File: config.mk
export PLATFORM = sky130hd
export DESIGN_NAME = jk_bank_driver
export DESIGN_NICKNAME = d
export VERILOG_FILES = /design/src/rtl/jk_pkg.sv /design/src/rtl/jk_excite.sv /design/src/rtl/jk_bank_driver.sv
export SDC_FILE = /design/constraint.sdc
export NUM_CORES = 1
export LEC_CHECK = 0
export BUFFER_PORTS_ARGS = -buffer_cell sky130_fd_sc_hd__buf_4
export CAP_MARGIN = 20
export CORE_MARGIN = 2
export CORE_UTILIZATION = 47
export DETAILED_ROUTE_END_ITERATION = 10
export PLACE_DENSITY = 0.76
export SYNTH_ARGS = -nofsm -noshare
export SYNTH_HDL_FRONTEND = slang
export SYNTH_SLANG_ARGS = --single-unit
File: constraint.sdc
create_clock -name CLK -period 1.6 [get_ports CLK]
set_input_delay 0 -clock CLK [delete_from_list [all_inputs] [get_ports CLK]]
set_output_delay 0 -clock CLK [all_outputs]
set_load 0.05 [all_outputs]
File: src/rtl/jk_pkg.sv
// Shared types for the JK bank driver: FSM state encoding and per-bit J/K excitation codes.
package jk_pkg;

    typedef enum logic [1:0] {
        ST_IDLE  = 2'd0,
        ST_DRIVE = 2'd1,
        ST_CHECK = 2'd2
    } state_t;

    typedef struct packed {
        logic j;
        logic k;
    } jk_exc_t;

    localparam jk_exc_t EXC_HOLD   = jk_exc_t'(2'b00);
    localparam jk_exc_t EXC_RESET  = jk_exc_t'(2'b01);
    localparam jk_exc_t EXC_SET    = jk_exc_t'(2'b10);
    localparam jk_exc_t EXC_TOGGLE = jk_exc_t'(2'b11);

    // Excitation needed to move one flip-flop from q to t on the next edge.
    function automatic jk_exc_t jk_excite_bit(input logic q, input logic t, input logic toggle);
        jk_exc_t exc;
        exc = EXC_HOLD;
        if (q != t) begin
            if (toggle) begin
                exc = EXC_TOGGLE;
            end else if (t) begin
                exc = EXC_SET;
            end else begin
                exc = EXC_RESET;
            end
        end
        return exc;
    endfunction

endpackage

File: src/rtl/jk_excite.sv
// Combinational N-wide J/K excitation from current bank value q toward target t.
module jk_excite
    import jk_pkg::*;
#(
    parameter int unsigned N           = 4,
    parameter bit          TOGGLE_MODE = 1'b0
) (
    input  logic [N-1:0] i_q,
    input  logic [N-1:0] i_t,
    output logic [N-1:0] o_j,
    output logic [N-1:0] o_k
);

    jk_exc_t w_exc [N];

    for (genvar gi = 0; gi < int'(N); gi++) begin : g_bit
        assign w_exc[gi] = jk_excite_bit(i_q[gi], i_t[gi], TOGGLE_MODE);
        assign o_j[gi]   = w_exc[gi].j;
        assign o_k[gi]   = w_exc[gi].k;
    end

endmodule

File: src/rtl/jk_bank_driver.sv
// Drives one J/K excitation cycle into a JK flip-flop bank per accepted target,
// then checks the bank landed on the target with complementary outputs.
module jk_bank_driver
    import jk_pkg::*;
#(
    parameter int unsigned N           = 4,
    parameter bit          TOGGLE_MODE = 1'b0
) (
    input  logic         CLK,
    input  logic         rst_n,
    input  logic         iValid,
    output logic         oReady,
    input  logic [N-1:0] iTarget,
    input  logic [N-1:0] iQ,
    input  logic [N-1:0] iQn,
    output logic [N-1:0] oJ,
    output logic [N-1:0] oK,
    output logic         oDone,
    output logic         oErr
);

    state_t       r_state;
    logic [N-1:0] r_target;
    logic [N-1:0] r_j;
    logic [N-1:0] r_k;
    logic         r_ready;
    logic         r_done;
    logic         r_err;

    logic [N-1:0] w_j;
    logic [N-1:0] w_k;
    logic         w_accept;
    logic         w_mismatch;

    jk_excite #(
        .N           (N),
        .TOGGLE_MODE (TOGGLE_MODE)
    ) u_excite (
        .i_q (iQ),
        .i_t (iTarget),
        .o_j (w_j),
        .o_k (w_k)
    );

    assign w_accept   = iValid && r_ready;
    // Either a wrong bank value or a pair of outputs that are not complementary.
    assign w_mismatch = (|(iQ ^ r_target)) || !(&(iQ ^ iQn));

    always_ff @(posedge CLK or negedge rst_n) begin
        if (!rst_n) begin
            r_state  <= ST_IDLE;
            r_target <= '0;
            r_j      <= '0;
            r_k      <= '0;
            r_ready  <= 1'b1;
            r_done   <= 1'b0;
            r_err    <= 1'b0;
        end else begin
            r_done <= 1'b0;
            r_err  <= 1'b0;
            case (r_state)
                ST_IDLE: begin
                    if (w_accept) begin
                        r_target <= iTarget;
                        r_j      <= w_j;
                        r_k      <= w_k;
                        r_ready  <= 1'b0;
                        r_state  <= ST_DRIVE;
                    end
                end
                ST_DRIVE: begin
                    r_j     <= '0;
                    r_k     <= '0;
                    r_state <= ST_CHECK;
                end
                ST_CHECK: begin
                    r_done  <= 1'b1;
                    r_err   <= w_mismatch;
                    r_ready <= 1'b1;
                    r_state <= ST_IDLE;
                end
                default: begin
                    r_j     <= '0;
                    r_k     <= '0;
                    r_ready <= 1'b1;
                    r_state <= ST_IDLE;
                end
            endcase
        end
    end

    assign oReady = r_ready;
    assign oJ     = r_j;
    assign oK     = r_k;
    assign oDone  = r_done;
    assign oErr   = r_err;

endmodule

Word level (Yosys, flattened, before mapping)
Cells that the tools add are included.
Storage, ports and cells
  output and inout port bits: 11
  memories: 0
  bits in read-only memories: 0
  flip-flop bits (word level): 17
  bits in latches: 0
  bits of input ports: 15
  memory bits (writable): 0
Operators by class
  equal/unequal tests: 7
  muxes and demuxes: 18
  bitwise operators: 4
  magnitude comparators: 0
  add/sub/neg operators: 0
  $mul: 0
  shift-type cells: 0
  divide/modulo/power cells: 0
  reduce and logical (&&, ||, !) cells: 9
Operators with widths (number)
  $mux 2: 9
  $pmux 4 s2: 2
  $mux 4: 2
  $xor 4x4->4: 2
  $reduce_and 2->1: 3
  $ne 1x1->1: 4
  $pmux 2 s2: 1
  $reduce_and 4->1: 1
  $reduce_or 4->1: 1
  $mux 1: 3
  $eq 2x1->1 const B: 1
  $eq 2x2->1 const B: 1
  $logic_not 2->1: 1
  $ne 2x2->1 const B: 1
  $not 1->1: 2
  $pmux 1 s2: 1
  $logic_and 1x1->1: 1
  $logic_not 1->1: 1
  $logic_or 1x1->1: 1

Depth between registers and ports, before layout
Gate-level depths: netlist of the first run.
  word-level depth: 5
  mapped depth: 4
  gate-level depth less buffers: 3

By module
A second synthesis of the first run with hierarchy kept.
Unflattened totals
  cell total of the unflattened synthesis: 60
  area, all modules: 769.5 µm²
Modules (own cells, without submodules)
  jk_bank_driver: times used 1, area each 699.4 µm², cells each 52, sequential area each 426.7 µm²
  jk_excite: times used 1, area each 70.1 µm², cells each 8, sequential area each 0.0 µm²

Worst setup path before layout of the first run
OpenSTA, ideal clock, no wires.
  path kind: register -> register
  start point: register r_ready, in the netlist oReady
  end point: register r_target[2]
  period minus slack after synthesis: 1.601 ns
  cell stages (with the launch flop): 5
  required time: 1.475 ns
  arrival: 1.475 ns
  slack: -0.001 ns
  path through: dfstp_2 nand2_1 nor3_4 buf_6 mux2_4
On the way
  word-level cells in the longest chain between the ends: 2
Ends and longest elaborated chain
  from (decl): line jk_bank_driver.sv:26  | logic r_ready;
  from (signal assigned): line jk_bank_driver.sv:55  | r_ready <= 1'b1;
  from (signal assigned): line jk_bank_driver.sv:67  | r_ready <= 1'b0;
  from (signal assigned): line jk_bank_driver.sv:79  | r_ready <= 1'b1;
  $logic_and 1x1->1: line jk_bank_driver.sv:45  | assign w_accept = iValid && r_ready;
  $reduce_and 2->1 (no source line)
  to (signal assigned): line jk_bank_driver.sv:64  | r_target <= iTarget;
  to (decl): line jk_bank_driver.sv:23  | logic [N-1:0] r_target;
No other way between the ends.
A chain may end at the register's enable or synchronous reset.

Worst setup path in the final report of the first run
  start point: register r_ready, in the netlist oReady
  end point: register r_target[3]
The elaborated chain is that of the path after synthesis.

==> results of run 1 <==
## logic make-up (layout without fill, tap and decap cells)
group	after synthesis	after routing	share of synthesized area
DFF	17	17	0.5741
and+or+nand+nor	15	15	0.1162
AOI/OAI and AO/OA	13	13	0.1532
buffers and inverters	10	48	0.07071
muxes	5	5	0.08586
## report_power, final
group          total, mW  switching, mW  internal (mW)
registers          0.733          0.119          0.614
logic               1.00          0.610          0.391
clock network      0.224          0.127         0.0967
total               1.96          0.855           1.10
## sequential cells by signal (all words and copies together), names as in the netlist
signal / flops
oReady: 1
r_state: 2
oK: 4
oDone: 1
oJ: 4
r_target: 4
oErr: 1
## layer usage
| layer | track usage | part of all wire | routed length (um) | vias to the layer above |
|---|---|---|---|---|
| li1 | - | - | - | 288 |
| met4 | 0.09091 | 0.010 | 15 | 0 |
| met2 | 0.2735 | 0.51 | 764 | 14 |
| met1 | 0.2378 | 0.43 | 639 | 296 |
| met3 | 0.04167 | 0.052 | 78 | 2 |
| met5 | 0 | 0 | 0 | - |
## layout make-up
type / instances / area (um^2) / share of cell area
Tap cell: 16 / 20.02 / 0.01889
Inverter: 8 / 30.03 / 0.02834
Multi-Input combinational cell: 33 / 264.0 / 0.2491
Timing Repair Buffer: 36 / 292.8 / 0.2763
Sequential cell: 17 / 426.7 / 0.4026
Clock buffer: 4 / 26.28 / 0.02479
## placed cells by master, fill, tap and decap left out
master,instances
mux2_2,2
clkbuf_1,1
mux2_1,1
buf_4,27
nand2b_1,5
nor2_1,2
dfstp_2,1
dlygate4sd3_1,9
a41oi_1,1
a32o_1,7
nor2b_1,1
nor3_4,1
clkbuf_4,3
mux2_4,2
nand2_1,5
dfrtp_1,16
inv_1,8
o22ai_1,4
nor4_1,1
o21ba_1,1
## worst max-delay path: stages (launching register included)
cell and delay, ns:
dfstp_2 0.55, nand2_1 0.10, nor3_4 0.14, buf_4 0.19, mux2_2 0.34
## worst max path at each step
stage / startpoint / end / slack [ns] / cells after the start
floorplan: oReady / r_target[2] / -0.0006 / 4
finish: oReady / r_target[3] / 0.17 / 4
global route: oReady / r_target[3] / 0.09 / 4
detailed placement: oReady / r_target[3] / 0.19 / 4
global placement: oReady / r_target[3] / 0.24 / 4
CTS: oReady / r_target[3] / 0.17 / 4
## repair_timing
item	in CTS	in global routing
setup buffers	0	0
hold buffers	9	0
endpoints found under the hold margin	28	0
==> results by group, run 1 <==
Place
  • Global placer's final weighted congestion: ~0.71
  • Post-Place Worst Slack: between 0.15 and 0.2 ns
  • Dpl cell area: approximately 940 um^2
  • Placed cells: about 100
  • DP Wirelength: roughly 1100 um
  • PortBufs: 25

Layout
  • N_diodes: 0
  • Nets: between 100 and 150
  • Fin cells: approximately 110
  • P&R area growth vs syn: 42.59%
  • Fillcell total: 113
  • Post-route core utilization: 0.7118
  • Post-route cell area: ~1100 um^2
  • Fraction of layout cells with a size suffix above 1: 0.3673

Run status
  • Status: complete, no violations

GRT
  • Tot GR Track Use: 0.1791
  • GRT overflow: 0
  • Vias in the first global route: around 550
  • Initial antenna violation count: 0
  • First-pass GRT wire length: between 2000 and 2500 um
  • Largest net degree at the start of global routing: 18

Hold path
  • Hold Path Origin: iQn[0]
  • WHS Path Cells: 3
  • Hold Path Class: in -> reg
  • Worst hold endpoint: oErr

Synthesis
  • Register area share after synthesis: 0.5741
  • Most instantiated cells after synthesis: dfrtp_1, inv_1, a32o_1
  • Count leader, synth: dfrtp_1
  • Syn Inst Count: 60
  • Async SR Flop Fraction: 1.000
  • Number of flops mapped to enable cells by yosys: 0
  • Synth Flop Type: dfrtp_1
  • Net count after synthesis: 75
  • Netlist cell types: 17
  • Syn Std Cell Area: 743.2 um^2
  • Area share of the largest cell type after synthesis: 0.5387
  • Mean Syn Cell Area: approximately 12 um^2
  • Synth Register Bits: 17
  • Yosys top cell by area: dfrtp_1
  • Largest cells by area after synthesis: dfrtp_1, a32o_1, nand2b_1
  • Ys Warns: 0

Setup path
  • Worst EP arrival: roughly 1.6 ns
  • R2r endpoint: r_target[3]
  • Crit start category: flop
  • Crit-path max FO: 8
  • RR Startpoint: oReady
  • CP required: around 1.8 ns
  • R2r worst-path depth: 4
  • Crit Path Category: reg -> reg
  • CP endpoint kind: flop
  • Flop2flop setup slack: between 0.15 and 0.2 ns

Timing
  • Slew Viols, Final: 0
  • Final min period: 1.433 ns
  • Setup ws final: between 0.15 and 0.2 ns
  • Clk_skew: 0.005230 ns
  • RSZ-0062 raised after global routing: false
  • Worst slew margin: 0.7666
  • Worst-Margin Slew: 0.3501 ns
  • Fin Setup TNS: 0 ns
  • Final Hold Violating Endpoints: 0
  • Min Hold Slack: slightly below 0.08 ns
  • Final setup fails: 0
  • Tcrit/Tclk final: 0.8959
  • Max Clk Rate: 697.6 MHz

Die
  • Die H: around 44 um
  • Initial Utilization: 0.4992
  • # IOs: 26
  • CORE AREA: ~1500 um^2
  • Die area: roughly 1900 um^2
  • Die Span X: between 40 and 50 um
  • FP Rows: 14

Clock network
  • Post-CTS sizing: 0
  • Root buffer cell: clkbuf_4
  • TritonCTS Buffers: 3
  • CTS tree: built
  • Sink Count: 17
  • Clk pin slew, worst setup/hold paths: ~0.1 ns
  • Clock buffer depth: 2
  • Htree depth: 1
  • Clk_lat worst skew: 0.28 ns

Route
  • DRT iter0 DRCs: 2
  • Avg Vias per Cell: 5.263
  • Via Count: 600
  • Final ANT Viol Nets: 0
  • Routed WL: 1498 um
  • First drt pass iteration count: 4
  • WL/cell: around 13 um
  • Drt drc: 0

Pwr
  • Leak pwr: 0.5403 nW
  • Max VDD drop: ~1.3 mV
  • Pwr/cell area: approximately 1800 nW/um^2
  • Power Total: 1.957 mW

Run
  • Max Cap Violations: 0
(Power assumes the default switching activity.)
==> inputs of run 2 (changes only) <==
Settings changed: REMOVE_ABC_BUFFERS from default to 1.
==> run 2 against run 1 <==
  * Utilization down 0.67 points
  * Clock power about the same
  * Sequential power up 0.8%
  * Via count up 0.33%
  * Worst setup slack worse by 0.053 ns
  * Critical path depth down 1
  * Critical endpoint unchanged
  * Largest cell class unchanged
==> results by group, run 2 (synthesized netlist as in run 1, its figures left out) <==
Timing
  • Tcrit/Tclk final: 0.9291 (was 0.8959)
  • Worst-Margin Slew: 0.4254 ns (was 0.3501 ns)
  • Final Hold Violating Endpoints: 0 (unchanged)
  • Clk_skew: 0.0007941 ns (was 0.005230 ns)
  • Final setup fails: 0 (unchanged)
  • Slew Viols, Final: 0 (unchanged)
  • Final min period: 1.487 ns (was 1.433 ns)
  • Max Clk Rate: 672.7 MHz (was 697.6 MHz)
  • RSZ-0062 raised after global routing: false (unchanged)
  • Setup ws final: 0.1134 ns (was 0.1665 ns)
  • Worst slew margin: 0.7155 (was 0.7666)

Route
  • DRT iter0 DRCs: 10 (was 2)
  • Drt drc: 0 (unchanged)
  • Final ANT Viol Nets: 0 (unchanged)
  • Avg Vias per Cell: 5.327 (was 5.263)
  • WL/cell: 13.50 um (was 13.14 um)
  • Via Count: 602 (was 600)
  • Routed WL: 1526 um (was 1498 um)
  • First drt pass iteration count: 4 (unchanged)

Setup path
  • Crit Path Category: reg -> reg (unchanged)
  • CP required: 1.78 ns (was 1.77 ns)
  • Worst EP arrival: 1.67 ns (was 1.60 ns)
  • Crit-path max FO: 9 (was 8)
  • Crit start category: flop (unchanged)
  • CP endpoint kind: flop (unchanged)

Die
  • Die Span X: 43.77 um (unchanged)
  • # IOs: 26 (unchanged)
  • Die H: 43.77 um (unchanged)
  • Initial Utilization: 0.4992 (unchanged)
  • CORE AREA: 1489 um^2 (unchanged)
  • FP Rows: 14 (unchanged)
  • Die area: 1915 um^2 (unchanged)

Layout
  • Nets: 113 (was 114)
  • N_diodes: 0 (unchanged)
  • Seq. cell area: 426.7 um^2 (unchanged)
  • Fraction of layout cells with a size suffix above 1: 0.3711 (was 0.3673)
  • Fillcell total: 124 (was 113)
  • Most frequent cells in the layout: buf_4, dfrtp_1, inv_1, dlygate4sd3_1, a32o_1 (was buf_4, dfrtp_1, dlygate4sd3_1)
  • P&R area growth vs syn: 41.25% (was 42.59%)
  • Post-route core utilization: 0.7050 (was 0.7118)
  • Commonest non-fill, non-tap cell in the layout: buf_4 (unchanged)
  • Post-route cell area: 1050 um^2 (was 1060 um^2)
  • Area of the multi-input gates: 264.0 um^2 (unchanged)

Clock network
  • Root buffer cell: clkbuf_4 (unchanged)
  • Clk_lat worst skew: 0.28 ns (about the same)
  • Hold-fix buffers at CTS: 8 (was 9)
  • TritonCTS Buffers: 3 (unchanged)
  • CTS tree: built (unchanged)
  • Sink Count: 17 (unchanged)
  • Htree depth: 1 (unchanged)
  • Clock buffer depth: 2 (unchanged)
  • # Post-CTS Setup Buffers: 0 (unchanged)
  • Post-CTS sizing: 0 (unchanged)
  • Clk pin slew, worst setup/hold paths: 0.09 ns (was 0.10 ns)

Pwr
  • Leak pwr: 0.5361 nW (was 0.5403 nW)
  • Pwr/cell area: 1871 nW/um^2 (was 1847 nW/um^2)
  • Max VDD drop: 1.217 mV (was 1.276 mV)

GRT
  • First-pass GRT wire length: 2628 um (was 2421 um)
  • Largest net degree at the start of global routing: 18 (unchanged)
  • Initial antenna violation count: 0 (unchanged)
  • Tot GR Track Use: 0.1880 (was 0.1791)
  • Vias in the first global route: 605 (was 552)
  • GRT overflow: 0 (unchanged)

Place
  • Dpl cell area: 943.4 um^2 (unchanged)
  • Global placer's final weighted congestion: 0.6836 (was 0.7060)
  • Post-Place Worst Slack: 0.1224 ns (was 0.1874 ns)
  • DP Wirelength: 1069 um (was 1057 um)
  • PortBufs: 25 (unchanged)

Hold path
  • Hold Path Class: in -> reg (unchanged)

Run
  • Max Cap Violations: 0 (unchanged)

Run status
  • Status: complete, no violations (unchanged)
## run 2: cell count changes in the layout (fill, tap and decap cells not counted)
cell           change
dlygate4sd3_1      -1
## run 2: through the flow
| stage | cells | hold slack (ns) | power [mW] | setup TNS (ns) |
|---|---|---|---|---|
| after CTS | 113 | 0.004047 | 1.976 | 0 |
| after global placement | 101 | -0.1267 | 1.709 | 0 |
| after detailed placement | 101 | -0.1240 | 1.734 | 0 |
| final | 113 | 0.006008 | 1.964 | 0 |
| after global routing | 113 | 0.007892 | 2.078 | 0 |
| after floorplan | 58 | -0.2956 | 1.415 | -0.2438 |
## run 2: worst paths after layout
kind | startpoint | endpoint | slack [ns] | depth (start not counted)
min in group asynchronous | rst_n | r_target[2] | 0.12 | 2
min reg2reg | oK[2] | oK[2] | 0.50 | 1
max in group asynchronous | rst_n | oReady | 1.23 | 2
max reg2reg | oReady | r_target[3] | 0.11 | 3
min | iQ[1] | oK[1] | 0.006 | 2
max | oReady | r_target[3] | 0.11 | 3
## run 2: worst max-delay path, stage by stage, from the launching register on
cell and delay (ns):
dfstp_2 0.55, nand2_1 0.09, nor3_4 0.35, mux2_2 0.38
## run 2: layer usage
| layer | up-vias | global-route usage | wire length (um) |
|---|---|---|---|
| met5 | - | 0 | 0 |
| met4 | 0 | 0.09091 | 11 |
| met3 | 2 | 0.02917 | 91 |
| met2 | 20 | 0.3118 | 718 |
| met1 | 291 | 0.2385 | 705 |
| li1 | 289 | - | - |
## run 2: final cells by class
type / instances / area share
timing repair buffer: 35 / 0.2694
sequential: 17 / 0.4064
inverter: 8 / 0.02861
clock buffer: 4 / 0.02503
multi-input combinational: 33 / 0.2515
tap: 16 / 0.01907
## run 2: power by group
group          total, mW  switching, mW  internal [mW]
sequential         0.739          0.125          0.615
clock              0.227          0.130         0.0968
combinational      0.998          0.610          0.388
total               1.96          0.864           1.10
